$ cat config.mk
export PLATFORM = sky130hd
export DESIGN_NAME = div_issue_ctrl
export DESIGN_NICKNAME = d
export VERILOG_FILES = /design/src/rtl/div_pkg.sv /design/src/rtl/div_req_fifo.sv /design/src/rtl/div_issue_ctrl.sv
export SDC_FILE = /design/constraint.sdc
export NUM_CORES = 1
export LEC_CHECK = 0
export BUFFER_PORTS_ARGS = -buffer_cell sky130_fd_sc_hd__buf_2
export CAP_MARGIN = 20
export CORE_MARGIN = 2
export CORE_UTILIZATION = 42
export DETAILED_ROUTE_END_ITERATION = 16
export SETUP_SLACK_MARGIN = 0.5
export SYNTH_ARGS = -nofsm -noshare
export SYNTH_HDL_FRONTEND = slang
export SYNTH_SLANG_ARGS = --single-unit
export TNS_END_PERCENT = 50
$ cat constraint.sdc
create_clock -name clk -period 2.4 [get_ports clk]
set_input_delay 0.24 -clock clk [delete_from_list [all_inputs] [get_ports clk]]
set_output_delay 0.24 -clock clk [all_outputs]
set_load 0.01 [all_outputs]
$ cat src/rtl/div_pkg.sv
// Shared types and constants for the serial-divider request front-end.
package div_pkg;

    // Operand width of the radix-2 serial divider
    localparam int DATA_W = 8;
    localparam int RES_W  = 2 * DATA_W;

    // Field positions inside the divider result word
    localparam int Q_LSB = 0;
    localparam int R_LSB = 8;

    // Response error codes
    localparam int ERR_W = 2;
    localparam logic [ERR_W-1:0] ERR_OK      = 2'b00;
    localparam logic [ERR_W-1:0] ERR_DIV0    = 2'b01;
    localparam logic [ERR_W-1:0] ERR_TIMEOUT = 2'b10;

    // Quotient reported for a short-circuited divide-by-zero
    localparam logic [DATA_W-1:0] DIV0_QUOTIENT = 8'hFF;

    // Issue FSM states
    typedef enum logic [1:0] {
        ST_IDLE  = 2'd0,
        ST_ISSUE = 2'd1,
        ST_WAIT  = 2'd2,
        ST_RESP  = 2'd3
    } state_e;

    // Extract one byte field (quotient or remainder) from a divider result
    function automatic logic [DATA_W-1:0] res_field(input logic [RES_W-1:0] res, input int lsb);
        return res[lsb +: DATA_W];
    endfunction

endpackage

$ cat src/rtl/div_req_fifo.sv
// First-word-fall-through request FIFO; head entry is always visible on rdata.
module div_req_fifo #(
    parameter int DEPTH = 4,
    parameter int W     = 21
) (
    input  logic                     clk,
    input  logic                     rst,
    input  logic                     push,
    input  logic [W-1:0]             wdata,
    input  logic                     pop,
    output logic [W-1:0]             rdata,
    output logic                     full,
    output logic                     empty,
    output logic [$clog2(DEPTH):0]   count
);

    localparam int PTR_W = $clog2(DEPTH);

    logic [PTR_W-1:0] wr_ptr_q, wr_ptr_d;
    logic [PTR_W-1:0] rd_ptr_q, rd_ptr_d;
    logic [PTR_W:0]   count_q,  count_d;
    logic [W-1:0]     mem_q [DEPTH];
    logic             do_push;
    logic             do_pop;

    // Pushes into a full FIFO and pops from an empty one are dropped
    assign do_push = push & ~full;
    assign do_pop  = pop & ~empty;

    // Pointer and occupancy update; pointers wrap naturally since DEPTH is a power of 2
    always_comb begin
        wr_ptr_d = wr_ptr_q;
        rd_ptr_d = rd_ptr_q;
        count_d  = count_q;
        if (do_push) begin
            wr_ptr_d = wr_ptr_q + PTR_W'(1);
        end
        if (do_pop) begin
            rd_ptr_d = rd_ptr_q + PTR_W'(1);
        end
        case ({do_push, do_pop})
            2'b10:   count_d = count_q + (PTR_W+1)'(1);
            2'b01:   count_d = count_q - (PTR_W+1)'(1);
            default: count_d = count_q;
        endcase
    end

    // Pointer and count registers, cleared by reset so all contents are discarded
    always_ff @(posedge clk or posedge rst) begin
        if (rst) begin
            wr_ptr_q <= '0;
            rd_ptr_q <= '0;
            count_q  <= '0;
        end else begin
            wr_ptr_q <= wr_ptr_d;
            rd_ptr_q <= rd_ptr_d;
            count_q  <= count_d;
        end
    end

    // Storage array; contents are only meaningful below count, so no reset
    always_ff @(posedge clk) begin
        if (do_push) begin
            mem_q[wr_ptr_q] <= wdata;
        end
    end

    assign rdata = mem_q[rd_ptr_q];
    assign full  = (count_q == (PTR_W+1)'(DEPTH));
    assign empty = (count_q == '0);
    assign count = count_q;

endmodule

$ cat src/rtl/div_issue_ctrl.sv
// Request front-end for the 8-bit serial divider: buffers tagged requests,
// issues one op at a time, short-circuits divide-by-zero and guards the
// divider with a watchdog.
//
// Handshakes: a transfer happens on a rising clk edge where valid && ready;
// req_valid/rsp_valid must hold their payload stable until that edge.
// div_opn_valid is a one-cycle start pulse with no back-pressure.
module div_issue_ctrl
    import div_pkg::*;
#(
    parameter int DEPTH   = 4,
    parameter int TAG_W   = 4,
    parameter int TIMEOUT = 31
) (
    input  logic               clk,
    input  logic               rst,
    input  logic               req_valid,
    output logic               req_ready,
    input  logic               req_sign,
    input  logic [DATA_W-1:0]  req_dividend,
    input  logic [DATA_W-1:0]  req_divisor,
    input  logic [TAG_W-1:0]   req_tag,
    output logic               div_opn_valid,
    output logic               div_sign,
    output logic [DATA_W-1:0]  div_dividend,
    output logic [DATA_W-1:0]  div_divisor,
    input  logic               div_res_valid,
    input  logic [RES_W-1:0]   div_result,
    output logic               rsp_valid,
    input  logic               rsp_ready,
    output logic [DATA_W-1:0]  rsp_quotient,
    output logic [DATA_W-1:0]  rsp_remainder,
    output logic [TAG_W-1:0]   rsp_tag,
    output logic [ERR_W-1:0]   rsp_err,
    output logic               busy
);

    localparam int FIFO_W = 1 + 2 * DATA_W + TAG_W;
    localparam int CNT_W  = $clog2(DEPTH) + 1;
    localparam int WDOG_W = $clog2(TIMEOUT + 1);
    // Last watchdog value still spent in WAIT; the next WAIT cycle would exceed TIMEOUT
    localparam logic [WDOG_W-1:0] WDOG_LAST = WDOG_W'(TIMEOUT - 1);

    // FIFO interface
    logic              fifo_push;
    logic              fifo_pop;
    logic [FIFO_W-1:0] fifo_wdata;
    logic [FIFO_W-1:0] fifo_rdata;
    logic              fifo_full;
    logic              fifo_empty;
    logic [CNT_W-1:0]  fifo_count;

    // Head-of-queue fields
    logic              head_sign;
    logic [DATA_W-1:0] head_dividend;
    logic [DATA_W-1:0] head_divisor;
    logic [TAG_W-1:0]  head_tag;
    logic              head_div0;

    // FSM and datapath registers
    state_e            state_q, state_d;
    logic              res_valid_q;
    logic [WDOG_W-1:0] wdog_q, wdog_d;
    logic              op_sign_q, op_sign_d;
    logic [DATA_W-1:0] op_dividend_q, op_dividend_d;
    logic [DATA_W-1:0] op_divisor_q, op_divisor_d;
    logic [TAG_W-1:0]  tag_q, tag_d;
    logic [DATA_W-1:0] rsp_quotient_q, rsp_quotient_d;
    logic [DATA_W-1:0] rsp_remainder_q, rsp_remainder_d;
    logic [ERR_W-1:0]  rsp_err_q, rsp_err_d;

    logic              res_edge;
    logic              wdog_expired;

    assign fifo_wdata = {req_sign, req_dividend, req_divisor, req_tag};
    assign fifo_push  = req_valid & req_ready;

    div_req_fifo #(
        .DEPTH (DEPTH),
        .W     (FIFO_W)
    ) u_fifo (
        .clk   (clk),
        .rst   (rst),
        .push  (fifo_push),
        .wdata (fifo_wdata),
        .pop   (fifo_pop),
        .rdata (fifo_rdata),
        .full  (fifo_full),
        .empty (fifo_empty),
        .count (fifo_count)
    );

    assign head_sign     = fifo_rdata[FIFO_W-1];
    assign head_dividend = fifo_rdata[TAG_W+DATA_W +: DATA_W];
    assign head_divisor  = fifo_rdata[TAG_W +: DATA_W];
    assign head_tag      = fifo_rdata[TAG_W-1:0];
    assign head_div0     = (head_divisor == '0);

    // Only a fresh rising edge counts, so a result left high from a timed-out op is ignored
    assign res_edge     = div_res_valid & ~res_valid_q;
    assign wdog_expired = (wdog_q == WDOG_LAST);

    // State register plus all datapath flops; async reset drops any in-flight op
    always_ff @(posedge clk or posedge rst) begin
        if (rst) begin
            state_q         <= ST_IDLE;
            res_valid_q     <= 1'b0;
            wdog_q          <= '0;
            op_sign_q       <= 1'b0;
            op_dividend_q   <= '0;
            op_divisor_q    <= '0;
            tag_q           <= '0;
            rsp_quotient_q  <= '0;
            rsp_remainder_q <= '0;
            rsp_err_q       <= ERR_OK;
        end else begin
            state_q         <= state_d;
            res_valid_q     <= div_res_valid;
            wdog_q          <= wdog_d;
            op_sign_q       <= op_sign_d;
            op_dividend_q   <= op_dividend_d;
            op_divisor_q    <= op_divisor_d;
            tag_q           <= tag_d;
            rsp_quotient_q  <= rsp_quotient_d;
            rsp_remainder_q <= rsp_remainder_d;
            rsp_err_q       <= rsp_err_d;
        end
    end

    // Next-state logic; IDLE waits for the previous result strobe to drop before popping
    always_comb begin
        state_d  = state_q;
        fifo_pop = 1'b0;
        case (state_q)
            ST_IDLE: begin
                if (!fifo_empty && !res_valid_q) begin
                    fifo_pop = 1'b1;
                    state_d  = head_div0 ? ST_RESP : ST_ISSUE;
                end
            end
            ST_ISSUE: state_d = ST_WAIT;
            ST_WAIT: begin
                if (res_edge || wdog_expired) begin
                    state_d = ST_RESP;
                end
            end
            ST_RESP: begin
                if (rsp_ready) begin
                    state_d = ST_IDLE;
                end
            end
            default: state_d = ST_IDLE;
        endcase
    end

    // Datapath next values: op capture on pop, watchdog, and response capture
    always_comb begin
        wdog_d          = wdog_q;
        op_sign_d       = op_sign_q;
        op_dividend_d   = op_dividend_q;
        op_divisor_d    = op_divisor_q;
        tag_d           = tag_q;
        rsp_quotient_d  = rsp_quotient_q;
        rsp_remainder_d = rsp_remainder_q;
        rsp_err_d       = rsp_err_q;
        case (state_q)
            ST_IDLE: begin
                if (fifo_pop) begin
                    tag_d = head_tag;
                    if (head_div0) begin
                        // Divider operands stay untouched for a divide-by-zero
                        rsp_quotient_d  = DIV0_QUOTIENT;
                        rsp_remainder_d = head_dividend;
                        rsp_err_d       = ERR_DIV0;
                    end else begin
                        op_sign_d     = head_sign;
                        op_dividend_d = head_dividend;
                        op_divisor_d  = head_divisor;
                    end
                end
            end
            ST_ISSUE: wdog_d = '0;
            ST_WAIT: begin
                wdog_d = wdog_q + WDOG_W'(1);
                if (res_edge) begin
                    rsp_quotient_d  = res_field(div_result, Q_LSB);
                    rsp_remainder_d = res_field(div_result, R_LSB);
                    rsp_err_d       = ERR_OK;
                end else if (wdog_expired) begin
                    rsp_quotient_d  = '0;
                    rsp_remainder_d = '0;
                    rsp_err_d       = ERR_TIMEOUT;
                end
            end
            default: ;
        endcase
    end

    // Outputs decoded from registered state; req_ready is forced low while in reset
    always_comb begin
        req_ready     = ~fifo_full & ~rst;
        div_opn_valid = (state_q == ST_ISSUE);
        div_sign      = op_sign_q;
        div_dividend  = op_dividend_q;
        div_divisor   = op_divisor_q;
        rsp_valid     = (state_q == ST_RESP);
        rsp_quotient  = rsp_quotient_q;
        rsp_remainder = rsp_remainder_q;
        rsp_tag       = tag_q;
        rsp_err       = rsp_err_q;
        busy          = (state_q != ST_IDLE) || (fifo_count != '0);
    end

endmodule

Word-level counts from Yosys, hierarchy flattened

Memories as Yosys holds them, arrays and structs flattened.
Cells that the tools add are included.

Input port bits: 42
Memory bits (writable): 84
Register bits: 54
Word-level logic and storage cells: 84
Memories kept: 1
Output and inout port bits: 43

Memory list:

| memory       | depth | bits a word | rd ports | clocked after memory_dff | write ports | line               | source |
|---|---|---|---|---|---|---|---|
| u_fifo.mem_q | 4     | 21          | 1        | 0                        | 1           | div_req_fifo.sv:22 | `logic [W-1:0] mem_q [DEPTH];` |

Multiplexer cells: 25
Equal/unequal tests: 13
Bitwise operators: 10
Reductions and logical operators: 17
$add $sub $neg: 5

Operators by type and width:

| operator              | count |
|---|---|
| $mux W8               | 7 |
| $pmux W8 S2           | 2 |
| $mux W2               | 8 |
| $pmux W5 S2           | 1 |
| $logic_not A8 Y1      | 1 |
| $pmux W2 S4           | 1 |
| $reduce_bool A2 Y1    | 4 |
| $eq A2 B2 Y1 const B  | 3 |
| $ne A2 B2 Y1 const B  | 3 |
| $pmux W3 S2           | 1 |
| $reduce_and A3 Y1     | 2 |
| $add A5 B1 Y5 const B | 1 |
| $and A1 B1 Y1         | 5 |
| $eq A5 B5 Y1 const B  | 1 |
| $not A1 Y1            | 5 |
| $add A2 B1 Y2 const B | 2 |
| $eq A2 B1 Y1 const B  | 2 |
| $mux W1               | 4 |
| $ne A2 B1 Y1 const B  | 2 |
| $pmux W2 S2           | 1 |
| $reduce_and A4 Y1     | 1 |
| $add A3 B1 Y3 const B | 1 |
| $eq A3 B3 Y1 const B  | 1 |
| $logic_not A3 Y1      | 1 |
| 8 further kinds       | 10 |

Depth between registers and ports, before layout

Depth in word-level cells: 8
Gate-level depth with buffers: 10
Mapped depth without buffers: 10

Hierarchy

Synthesis repeated with hierarchy kept, for this count alone.

Cell total of the unflattened synthesis: 340
Area, all modules: 5701.7 µm²

Modules (own cells, without submodules):

| module         | cells an instance | times used | area an instance (µm²) | seq. area each (µm²) |
|---|---|---|---|---|
| div_req_fifo   | 148               | 1          | 3497.1                 | 2697.6 |
| div_issue_ctrl | 192               | 1          | 2204.6                 | 1176.1 |

Worst setup path after synthesis

No wires, ideal clock.

Kind: register to register
From: reg u_fifo.rd_ptr_q[0]
To: reg rsp_quotient_q[7], in the netlist rsp_quotient[7]
Data required time: 2275 ps
Arrival: 2430 ps
Setup slack: -155 ps
Setup time: 125 ps
Path buffers: 3
Stages on the path, launching flop included: 9
Clock period less this slack: 2555 ps
Cells stage by stage: dfrtp_1 > buf_6 > buf_8 > mux4_2 > or4_4 > nor2_4 > o2111ai_4 > buf_6 > mux2_4

Longest elaborated chain between the ends: 4

Ends and longest elaborated chain:

| item                        | line                  | source |
|---|---|---|
| start, declared             | div_req_fifo.sv:20    | `logic [PTR_W-1:0] rd_ptr_q, rd_ptr_d;` |
| start signal, assigned      | div_req_fifo.sv:56    | `rd_ptr_q <= rd_ptr_d;` |
| $mem_v2 Z4 W21              | -                     |  |
| $logic_not A8 Y1            | div_issue_ctrl.sv:97  | `assign head_div0 = (head_divisor == '0);` |
| $ne A2 B2 Y1 (no line)      | -                     |  |
| $reduce_and A4 Y1 (no line) | -                     |  |
| end signal, assigned        | div_issue_ctrl.sv:124 | `rsp_quotient_q <= rsp_quotient_d;` |
| end, declared               | div_issue_ctrl.sv:68  | `logic [DATA_W-1:0] rsp_quotient_q, rsp_quotient_d;` |

No other way between the ends.
A chain may end at the register's enable or synchronous reset.

Worst setup path after layout

From: reg u_fifo.rd_ptr_q[0]
To: reg rsp_remainder_q[5], in the netlist rsp_remainder[5]

Longest elaborated chain between the ends: 4
Elaborated cells between the ends (all ways): 7
Those cells by class: eq/ne (1); mux (3); reduce/logical (2); memory (1)

Ends and longest elaborated chain:

| item                                                       | line                                        | source |
|---|---|---|
| $mem_v2 Z4 W21 (*)                                         | -                                           |  |
| $logic_not A8 Y1 or $mux W8 (tied branches)                | div_issue_ctrl.sv:97, div_issue_ctrl.sv:170 |  |
| $ne A2 B2 Y1 (no line) or $mux W8 (tied branches)          | -                                           |  |
| $reduce_and A4 Y1 (no line) or $pmux W8 S2 (tied branches) | -                                           |  |
| end signal, assigned                                       | div_issue_ctrl.sv:125                       | `rsp_remainder_q <= rsp_remainder_d;` |
| end, declared                                              | div_issue_ctrl.sv:69                        | `logic [DATA_W-1:0] rsp_remainder_q, rsp_remainder_d;` |

Mark *: on every way between the ends. The rest lies on a longest branch, timed or not. The select of a mux whose other input is x is not followed.

==> summary.txt <==
Status
  – Violated checks: negative setup slack
  – Status: complete, but fails checks

Route
  – DRT iter0 DRCs: 137
  – Final ANT Viol Nets: 0
  – Vias: 3099
  – WL per Instance: 17.17 um
  – Post-route DRC: 0
  – Initial DRT Pass Iterations: 6
  – Via-per-instance ratio: 4.873
  – Routed WL: 10.92 mm

Synthesis
  – Top cells by area, synth: edfxtp_1 45%, dfrtp_1 24%, mux4_2 7.2%, mux2_2 6.4%, ha_1 2.4%
  – Yosys cell types: 34
  – Cell Area, Synth: 5665 um^2
  – Ys async rst share: 39.13%
  – Yosys top cell area share: 44.52%
  – Top post-synthesis cells by count: 84 x edfxtp_1, 54 x dfrtp_1, 32 x mux2_2
  – Mapped Cells: 333
  – Yosys Warn Count: 0
  – Prevailing post-synth register cell: edfxtp_1
  – Leading area contributor after synthesis: edfxtp_1
  – Post-synthesis sequential area ratio: 68.37%
  – #FFs+latches synth: 138
  – Syn Nets: 387
  – Mapped Avg Cell Area: 17.01 um^2
  – Most numerous cell in the Yosys netlist: edfxtp_1
  – Post-synth EDFFs: 84

Clock network
  – Worst-Skew Late Latency: 0.41 ns
  – Sink Count: 138
  – Number of CTS-inserted buffers: 17
  – H-Tree Depth: 4
  – CTS tree: done
  – Root Driver: clkbuf_16
  – CTS max path bufs: 2
  – Clock-pin slew on the worst setup and hold paths: 0.05 ns

Critical path
  – Internal reg-to-reg setup slack: -0.16 ns
  – CP cell instances: buf_12 > mux4_2 > or4_4 > nor2_4 > o2111ai_4 > buf_12 > mux2_4
  – CP Data Required Time: 2.69 ns
  – Critical Path Most Common Cell: buf_12
  – CP endpoint: rsp_remainder[5]$_DFFE_PP0P_
  – Crit path DAT: 2.85 ns
  – CP Capture Type: flip-flop
  – Slowest-stage cell, CP: or4_4
  – Crit Path Category: flip-flop to flip-flop
  – R2r worst-path depth: 7
  – Slowest cell delay on critical path: 0.56 ns
  – Setup crit start: u_fifo.rd_ptr_q[0]$_DFFE_PP0P_
  – Reg-to-Reg Start: u_fifo.rd_ptr_q[0]$_DFFE_PP0P_
  – Critical-path maximum fanout: 18
  – Startpoint types: flip-flop
  – FF-to-FF End: rsp_remainder[5]$_DFFE_PP0P_

Worst hold path
  – Hold WC Path Type: input pin to flip-flop

Global route
  – GRT overflow: 0
  – Met3 Use GR: 4.753%
  – First-pass GRT wire length: 17.31 mm
  – Vias in the first global route: 3208
  – Initial antenna violation count: 0
  – Largest net degree at the start of global routing: 30
  – Met1 usage: 21.15%
  – Global-route usage over all layers: 16.30%
  – Most used routing layer in global routing: met2
  – Met2 Resource Use GR: 25.53%

Finish
  – Share of post-route cells with drive strength above 1: 46.52%
  – Syn-to-layout area delta: 25.55%
  – Nets: 501
  – ANT cells: 0

Timing
  – Final hold vios: 0
  – Final Setup Violations: 33
  – Rel. slew slack: 71.45%
  – Tmin final: 2.561 ns
  – F_max: 390.5 MHz
  – Final period util: 106.7%
  – RSZ-0062 raised after global routing: yes
  – Slew @ Worst Pin: 0.4238 ns
  – Clk_skew: 0.005704 ns
  – Setup ws final: -0.1609 ns
  – Pins Over Slew Limit: 0

Place
  – Final Wtd Congestion: 0.7546
  – HPWL Detailed: 7.525 mm
  – IO Port Bufs: 84
  – Place WS: -0.2010 ns

Power and ir drop
  – Net Sw Frac: 29.33%
  – Peak VDD IR: 0.7043 mV
  – Internal power: 6567 uW
  – Static Leakage: 0.002853 uW
  – PD cells: 1306 nW/um^2
  – Final total power: 9293 uW
  – Combinational power share: 33.6%
  – Flop pwr share: 36.7%
  – Clock Power Share: 29.6%
  – Switch Pwr: 2725 uW

Floorplan
  – Core Region: 13190 um^2
  – Die area: 14430 um^2
  – Die outline width: 120.1 um
  – Die Span Y: 120.1 um
  – # IOs: 85
  – Initial Utilization: 42.95%
  – Num rows: 42

Flow run
  – Max Cap Viol: 0
==> repair_timing <==
item	in CTS	in global routing
gates resized for setup	6	2
hold buffers	2	0
setup buffers	0	0
hold endpoints to repair	13	0
pin swaps	5	7
setup endpoints to repair	38	40
==> cell type report <==
| cell class | count | area (um^2) |
|---|---|---|
| clock buffer | 20 | 466.7 |
| inverter | 24 | 92.59 |
| timing repair buffer | 109 | 650.6 |
| clock inverter | 12 | 170.2 |
| sequential | 138 | 3874 |
| fill | 1074 | 6077 |
| multi-input combinational | 157 | 1639 |
| tap | 176 | 220.2 |
==> critical path: cells and delay by family, from the launching register on <==
kind / cells / cell delay (ns)
multiplexers: 2 / 0.81
flip-flops: 1 / 0.41
AND/OR/NAND/NOR: 2 / 0.74
AO/OA/AOI/OAI: 1 / 0.13
buffers and inverters: 2 / 0.34
==> stage by stage <==
step / setup TNS (ns) / area (um^2) / cells / hold slack (ns) / utilization (%)
floorplan: -1.861 / 5687 / 333 / 0.2714 / -
global placement: -2.987 / 6446 / 602 / 0.2369 / 48.87
detailed placement: -4.565 / 6446 / 602 / 0.2531 / 48.87
CTS: -4.123 / 7112 / 636 / 0.01435 / 53.92
global route: -6.181 / 7113 / 636 / 0.02463 / 53.93
finish: -3.034 / 7113 / 636 / 0.04291 / 53.93
==> state kept, by name, indices dropped and copies added (netlist names) <==
| name | count |
|---|---|
| u_fifo.mem_q | 84 |
| div_dividend | 8 |
| div_divisor | 8 |
| rsp_quotient | 8 |
| rsp_remainder | 8 |
| wdog_q | 5 |
| rsp_tag | 4 |
| u_fifo.count | 3 |
| rsp_err | 2 |
| state_q | 2 |
| u_fifo.rd_ptr_q | 2 |
| u_fifo.wr_ptr_q | 2 |
| div_sign | 1 |
| res_valid_q | 1 |
==> cell usage in the layout, fill, tap and decap left out, drive strengths merged, types with 4 or more instances in the layout <==
| cell | n |
|---|---|
| ha | 11 |
| nand3 | 12 |
| edfxtp | 84 |
| mux2i | 4 |
| mux2 | 40 |
| and3 | 4 |
| mux4 | 21 |
| clkbuf | 20 |
| nand2 | 27 |
| clkinvlp | 4 |
| o21ai | 14 |
| clkinv | 4 |
| buf | 107 |
| inv | 24 |
| bufinv | 4 |
| dfrtp | 54 |
==> metal layers <==
layer,vias to the layer above,part of all wire (%)
li1,1463,-
met1,1542,45
met2,80,48
met3,14,5.3
met4,0,1.6
met5,-,0
==> power groups by stage <==
stage                     Combinational (uW)  Sequential [uW]  Clock (uW)
after floorplan                         1970             3540           0
after global placement                  3060             3440           0
after detailed placement                3120             3460           0
after CTS                               3180             3420        2830
after global routing                    3410             3480        2920
final                                   3130             3410        2760
==> worst min path at each step <==
stage | start | slack (ns) | to | cells after the start
2_1_floorplan | div_res_valid | 0.27 | res_valid_q$_DFF_PP0_ | 0
3_3_place_gp | rst | 0.24 | u_fifo.count[2]$_DFFE_PP0P_ | 2
3_5_place_dp | rst | 0.25 | rsp_tag[1]$_DFFE_PP0P_ | 2
4_1_cts | req_divisor[0] | 0.01 | u_fifo.mem_q[2][4]$_DFFE_PP_ | 1
5_1_grt | req_dividend[6] | 0.02 | u_fifo.mem_q[3][18]$_DFFE_PP_ | 1
6_report | req_divisor[6] | 0.04 | u_fifo.mem_q[0][10]$_DFFE_PP_ | 1
==> cell families after synthesis <==
family / count (synthesis) / synth area share (%)
buf+inv: 38 / 3.158
simple gates: 55 / 4.792
compound gates: 19 / 2.231
mux: 65 / 17.73
fa+ha+maj: 12 / 2.783
flops: 138 / 68.37
xor+xnor: 6 / 0.9277
No activity file was read; power rests on OpenSTA's default activity.
